===== src/rtl/player_pkg.sv =====
// player_pkg: shared constants for the music player sequencer.
// State encoding is fixed so debug LEDs on state_o stay stable across builds.
package player_pkg;

  localparam int SONG_W = 2;

  // FSM state encoding
  localparam logic [2:0] ST_RST   = 3'd0;
  localparam logic [2:0] ST_PAUSE = 3'd1;
  localparam logic [2:0] ST_PLAY  = 3'd2;
  localparam logic [2:0] ST_GAP   = 3'd3;
  localparam logic [2:0] ST_NEXT  = 3'd4;

  // State to return to when leaving NEXT
  localparam logic RES_PAUSE = 1'b0;
  localparam logic RES_PLAY  = 1'b1;

  // Advance the song index, wrapping after the last song in ROM
  function automatic logic [SONG_W-1:0] song_inc(input logic [SONG_W-1:0] s,
                                                 input int num_songs);
    if (s == SONG_W'(num_songs - 1)) return '0;
    return s + 1'b1;
  endfunction

endpackage


===== src/rtl/gap_timer.sv =====
// gap_timer: loadable down-counter that times the silence between songs.
// Loads GAP_CYCLES-1, counts down while enabled, holds at zero.
module gap_timer #(
  parameter int GAP_CYCLES = 1000,
  localparam int W = (GAP_CYCLES > 1) ? $clog2(GAP_CYCLES) : 1
) (
  input  logic clk,
  input  logic reset_n,
  input  logic load_i,
  input  logic en_i,
  output logic zero_o
);

  localparam logic [W-1:0] LOAD_V = W'(GAP_CYCLES - 1);

  logic [W-1:0] cnt_q;

  // Load on gap entry, otherwise count down to zero and stick there
  always_ff @(posedge clk or negedge reset_n) begin
    if (!reset_n)                  cnt_q <= '0;
    else if (load_i)               cnt_q <= LOAD_V;
    else if (en_i && cnt_q != '0)  cnt_q <= cnt_q - 1'b1;
  end

  assign zero_o = (cnt_q == '0);

endmodule


===== src/rtl/player_mcu.sv =====
// player_mcu: play/pause/next sequencer with a silent gap between songs.
// Optional feature macro: PLAYER_REPEAT_EN -- when defined the playlist loops
// forever; otherwise an auto-advance past the last song lands in PAUSE.
module player_mcu
  import player_pkg::*;
#(
  parameter int NUM_SONGS  = 4,
  parameter int GAP_CYCLES = 1000
) (
  input  logic              clk,
  input  logic              reset_n,
  input  logic              play_btn,
  input  logic              next_btn,
  input  logic              song_done,
  output logic              play,
  output logic              reset_player,
  output logic [SONG_W-1:0] song,
  output logic [2:0]        state_o
);

  localparam logic [SONG_W-1:0] LAST_SONG = SONG_W'(NUM_SONGS - 1);

  logic [2:0]        state_q, state_d;
  logic              resume_q, resume_d;
  logic [SONG_W-1:0] song_q, song_d;
  logic              gap_load, gap_zero;
  logic              auto_resume;

  // Where an expired gap goes once the next song is selected
`ifdef PLAYER_REPEAT_EN
  assign auto_resume = RES_PLAY;
`else
  assign auto_resume = (song_q == LAST_SONG) ? RES_PAUSE : RES_PLAY;
`endif

  // Next-state, resume and song selection; next_btn outranks every other input
  always_comb begin
    state_d  = state_q;
    resume_d = resume_q;
    song_d   = song_q;
    gap_load = 1'b0;
    case (state_q)
      ST_RST: state_d = ST_PAUSE;
      ST_PAUSE: begin
        if (next_btn) begin
          state_d  = ST_NEXT;
          resume_d = RES_PAUSE;
        end else if (play_btn) begin
          state_d = ST_PLAY;
        end
      end
      ST_PLAY: begin
        if (next_btn) begin
          state_d  = ST_NEXT;
          resume_d = RES_PLAY;
        end else if (song_done) begin
          state_d  = ST_GAP;
          gap_load = 1'b1;
        end else if (play_btn) begin
          state_d = ST_PAUSE;
        end
      end
      ST_GAP: begin
        if (next_btn) begin
          state_d  = ST_NEXT;
          resume_d = RES_PLAY;
        end else if (play_btn) begin
          state_d  = ST_NEXT;
          resume_d = RES_PAUSE;
        end else if (gap_zero) begin
          state_d  = ST_NEXT;
          resume_d = auto_resume;
        end
      end
      ST_NEXT: begin
        // New index appears on the exit edge while reset_player is still high
        state_d = (resume_q == RES_PLAY) ? ST_PLAY : ST_PAUSE;
        song_d  = song_inc(song_q, NUM_SONGS);
      end
      default: state_d = ST_RST;
    endcase
  end

  // State, resume and song registers
  always_ff @(posedge clk or negedge reset_n) begin
    if (!reset_n) begin
      state_q  <= ST_RST;
      resume_q <= RES_PAUSE;
      song_q   <= '0;
    end else begin
      state_q  <= state_d;
      resume_q <= resume_d;
      song_q   <= song_d;
    end
  end

  gap_timer #(.GAP_CYCLES(GAP_CYCLES)) u_gap (
    .clk     (clk),
    .reset_n (reset_n),
    .load_i  (gap_load),
    .en_i    (state_q == ST_GAP),
    .zero_o  (gap_zero)
  );

  assign play         = (state_q == ST_PLAY);
  assign reset_player = (state_q == ST_RST) || (state_q == ST_NEXT);
  assign song         = song_q;
  assign state_o      = state_q;

endmodule


===== config.mk =====
export PLATFORM = sky130hd
export DESIGN_NAME = player_mcu
export DESIGN_NICKNAME = d
export VERILOG_FILES = /design/src/rtl/player_pkg.sv /design/src/rtl/gap_timer.sv /design/src/rtl/player_mcu.sv
export SDC_FILE = /design/constraint.sdc
export NUM_CORES = 1
export LEC_CHECK = 0
export BUFFER_PORTS_ARGS = -buffer_cell sky130_fd_sc_hd__buf_2
export CORE_MARGIN = 2
export CORE_UTILIZATION = 60
export DETAILED_ROUTE_END_ITERATION = 7
export GPL_ROUTABILITY_DRIVEN = 0
export GPL_TIMING_DRIVEN = 1
export HOLD_SLACK_MARGIN = 0.1
export PLACE_DENSITY = 0.82
export SKIP_LAST_GASP = 1
export SYNTH_ARGS = -nofsm -noshare
export SYNTH_HDL_FRONTEND = slang
export SYNTH_SLANG_ARGS = --single-unit

===== constraint.sdc =====
create_clock -name clk -period 4.35 [get_ports clk]
set_clock_uncertainty 0.15 [all_clocks]
set_input_delay 0.435 -clock clk [delete_from_list [all_inputs] [get_ports clk]]
set_output_delay 0.435 -clock clk [all_outputs]
set_load 0.02 [all_outputs]

======== Yosys cells after proc, flatten, opt, wreduce, memory -nomap -nowiden ========
Cells that the tools add are included.
Widths: inputs -> output; s select.
storage, ports and cells
  word-level logic and storage cells ...... 51
  flip-flop bits (word level) ............. 16
cells by class
  reductions and logical operators ........ 9
  multiplexer cells ....................... 26
  eq/ne operators ......................... 10
  $add $sub $neg .......................... 2
operator list
  cell                   count
  $mux 3                 8
  $mux 10                2
  $pmux 3 s5             1
  $mux 1                 11
  $logic_not 10->1       1
  $reduce_bool 10->1     1
  $sub 10x1->10 const B  1
  $ne 4x4->1 const B     2
  $eq 3x2->1 const B     2
  $mux 2                 3
  $ne 2x2->1 const B     2
  $reduce_and 4->1       1
  $eq 3x1->1 const B     1
  $eq 3x3->1 const B     1
  $logic_not 3->1        1
  $ne 3x3->1 const B     1
  $pmux 1 s3             1
  $reduce_and 3->1       1
  $reduce_bool 3->1      1
  $add 2x1->2 const B    1
  $eq 2x2->1 const B     1
  $reduce_bool 2->1      1
  $logic_and 1x1->1      1
  $logic_or 1x1->1       1

======== Depth between registers and ports, before layout ========
  depth in word-level cells ............... 6
  gate-level depth with buffers ........... 6

======== Cells and area by module ========
Synthesis repeated with hierarchy kept, for this count alone.
unflattened totals
  cell total of the unflattened synthesis .. 101
  area, all modules ....................... 1003.5 um2
by module, submodules not included
  module      area an instance (um2)  times used  cells an instance
  gap_timer   590.6                   1           58
  player_mcu  412.9                   1           43

======== Worst setup path before layout ========
OpenSTA, ideal clock, no wires.
  path kind ............................... register to register
  start point ............................. register u_gap.cnt_q[0]
  end point ............................... register resume_q
  setup time .............................. 128 ps
  data required time ...................... 4072 ps
  arrival ................................. 1740 ps
  buffers on the path ..................... 0
  setup slack ............................. 2333 ps
  cell stages (with the launch flop) ...... 7
  cells stage by stage .................... dfrtp_1 inv_1 ha_1 nor2b_1 a41oi_4 a221oi_2 mux2_1
between the ends
  cells in the longest elaborated chain, start to end .. 3
ends and longest elaborated chain
  what                        line              source
  start: declaration          gap_timer.sv:16   logic [W-1:0] cnt_q;
  start signal: assignment    gap_timer.sv:22   else if (en_i && cnt_q != '0) cnt_q <= cnt_q - 1'b1;
  $logic_not 10->1            gap_timer.sv:25   assign zero_o = (cnt_q == '0);
  $ne 4x4->1 (no line)        -
  $reduce_and 4->1 (no line)  -
  end signal: assignment      player_mcu.sv:92  resume_q <= resume_d;
  end: declaration            player_mcu.sv:24  logic resume_q, resume_d;
Every way passes these cells.
A chain may end at the register's enable or synchronous reset.

======== Worst setup path in the final report ========
Ends and elaborated chain as after synthesis.

==> reports/results.ini <==
[floorplan]
num_rows = 14
die_area_mm2 = 0.001940
die_x_um = 44.05
initial_utilization_pct = 63.87
die_y_um = 44.05
coreArea_mm2 = 0.001506
ios = 12

[cts]
clk_pin_slew_ns = 0.08
postCtsSetupRepairBufs = 0
cts_tree = done
cts-root-buf = clkbuf_4
clockBufferDepth = 2
clock_latency_ns = 0.28
htree_levels = 1
cts.sinks = 16
cts_buffers = 3

[placement]
pre_cts_slack_ns = 2.168
dp_hpwl_um = 1386
port-buffer-count = 11
dp.cells = 128

[logic_synthesis]
ys_ff_latch = 16
synthFlopType = dfrtp_1
synth_warnings = 0
yosysTopAreaCellShare_pct = 41.61
synthCells = 104
synth-edff-count = 0
syn_area_per_cell_um2 = 9.252
netlist_top_cells_count = 16 x dfrtp_1, 13 x nor2_1, 9 x nand2_1
synth_cell_types = 37
synthesis.nets = 111
synth_top_cell_by_area = dfrtp_1
synth_area_leaders = dfrtp_1 42%, nor2_1 5.1%, nand2_1 3.5%
synth.most_common_cell = dfrtp_1
ys_seq_area_share_pct = 41.61
synthArstFlopShare_pct = 100.0
synth.cell_area_um2 = 962.2

[sta]
finalWorstSetupSlack_ns = 2.174
hold_viol_final = 0
worst_pin_slew_ns = 0.4882
period_needed_ns = 2.176
rsz0062_at_grt = false
hold_slack_ns = 0.3339
report.final.slew_viol_count = 0
setup_tns_ns = 0
fmax_ghz = 0.4596
max_slew_margin_pct = 67.39
finalCritPeriodShare_pct = 50.02
setup_viol = 0

[routing]
drt_iter0_drc = 19
dr.pass1.iters = 4
viasPerCell = 6.273
wl_per_cell_um = 13.69
drt-total-wl_um = 1807
ant_nets = 0
vias = 828
drc = 0

[run_status]
outcome = complete, no violations

[cells_and_area]
antenna_cells = 0
instances_no_fill = 132
drive_gt1_share_pct = 17.24
area_delta_synth_final_pct = 9.623
fin_nets = 125
utilization_pct = 70.02

[setup_path]
cp-end-kind = register
required_ns = 4.37
startpoint_type = register
critPathMaxFanout = 8
crit_type = reg -> reg
arrival_ns = 2.19

[global_routing]
grt_pass1_vias = 737
antenna_found_initial = 0
track_usage_pct = 21.86
grt-ovfl-total = 0
grt_max_degree = 17
grt_pass1_wl_um = 3132

[pwr]
power_leakage_uw = 0.0004444
p_per_area_mw_per_mm2 = 547.3
ir_drop_mv = 0.3519

[worst_hold_path]
hp-class = in -> reg

[flow_run]
maxCapViolCount = 0

==> stage by stage <==
step	total power (uW)	cell area (um^2)
floorplan	441.5	962.2
global placement	495.8	1022
detailed placement	507.2	1022
CTS	583.0	1055
global route	623.7	1055
finish	577.3	1055
==> power breakdown <==
group	internal [uW]	total, uW	switching [uW]
clock	32.1	74.0	41.9
combinational	104	236	132
sequential	196	268	71.6
==> layer usage <==
layer	part of all wire (%)	vias up	global-route usage (%)	routed length (um)
li1	-	404	-	-
met5	0	-	0	0
met4	1.6	0	10.91	29
met2	50	16	35.88	906
met3	3.4	5	3.265	62
met1	45	403	28.12	809
==> cell families after synthesis <==
kind of cell | Yosys count | share of synthesized area (%)
buffers and inverters | 8 | 3.511
AOI/OAI and AO/OA | 24 | 19.77
adders and majority gates | 2 | 2.600
and+or+nand+nor | 50 | 28.22
DFF | 16 | 41.61
xor gates and xnor gates | 1 | 0.9104
muxes | 3 | 3.381
==> worst max-delay path, stage by stage (launching register included) <==
cell and delay, ns:
dfrtp_1 0.42, inv_1 0.07, ha_1 0.18, nor2b_1 0.34, a41oi_4 0.22, a221oi_2 0.33, mux2_1 0.34
==> cell type report <==
class / count / area [um^2]
Multi-Input combinational cell: 80 / 528.0
Fill cell: 124 / 451.7
Sequential cell: 16 / 400.4
Timing Repair Buffer: 12 / 65.06
Clock buffer: 3 / 22.52
Tap cell: 16 / 20.02
Inverter: 5 / 18.77
==> state kept, by name, summed over array words and instances (netlist names) <==
| signal | cells |
|---|---|
| resume_q | 1 |
| song | 2 |
| state_o | 3 |
| u_gap.cnt_q | 10 |
==> path summary, 6_finish.rpt <==
path,slack (ns),to,depth (start not counted),start
worst max-delay path,2.17,resume_q$_DFFE_PN0P_,6,u_gap.cnt_q[0]$_DFFE_PN0P_
worst max register to register,2.17,resume_q$_DFFE_PN0P_,6,u_gap.cnt_q[0]$_DFFE_PN0P_
max in group asynchronous,3.34,u_gap.cnt_q[0]$_DFFE_PN0P_,2,reset_n
worst min-delay path,0.33,state_o[0]$_DFFE_PN0P_,3,song_done
worst min register to register,0.36,u_gap.cnt_q[8]$_DFFE_PN0P_,1,u_gap.cnt_q[8]$_DFFE_PN0P_
min in group asynchronous,0.44,u_gap.cnt_q[8]$_DFFE_PN0P_,2,reset_n
==> timing repair <==
item,in CTS,in global routing
gates resized for setup,0,0
hold buffers,1,0
endpoints found under the hold margin,16,0
==> placed cells by master (no fill, tap or decap), drive strengths merged, types with 2 or more instances in the layout <==
cell type,Yosys,layout
a21oi,5,5
a31oi,2,2
and3,2,2
and4,2,2
buf,3,11
clkbuf,0,3
dfrtp,16,16
ha,2,2
inv,5,5
mux2,2,2
nand2,9,9
nand2b,5,5
nand3,5,5
nor2,13,13
nor2b,3,3
nor3,4,4
nor4,2,2
o21ai,7,7
Power figures use the tool's default switching activity.
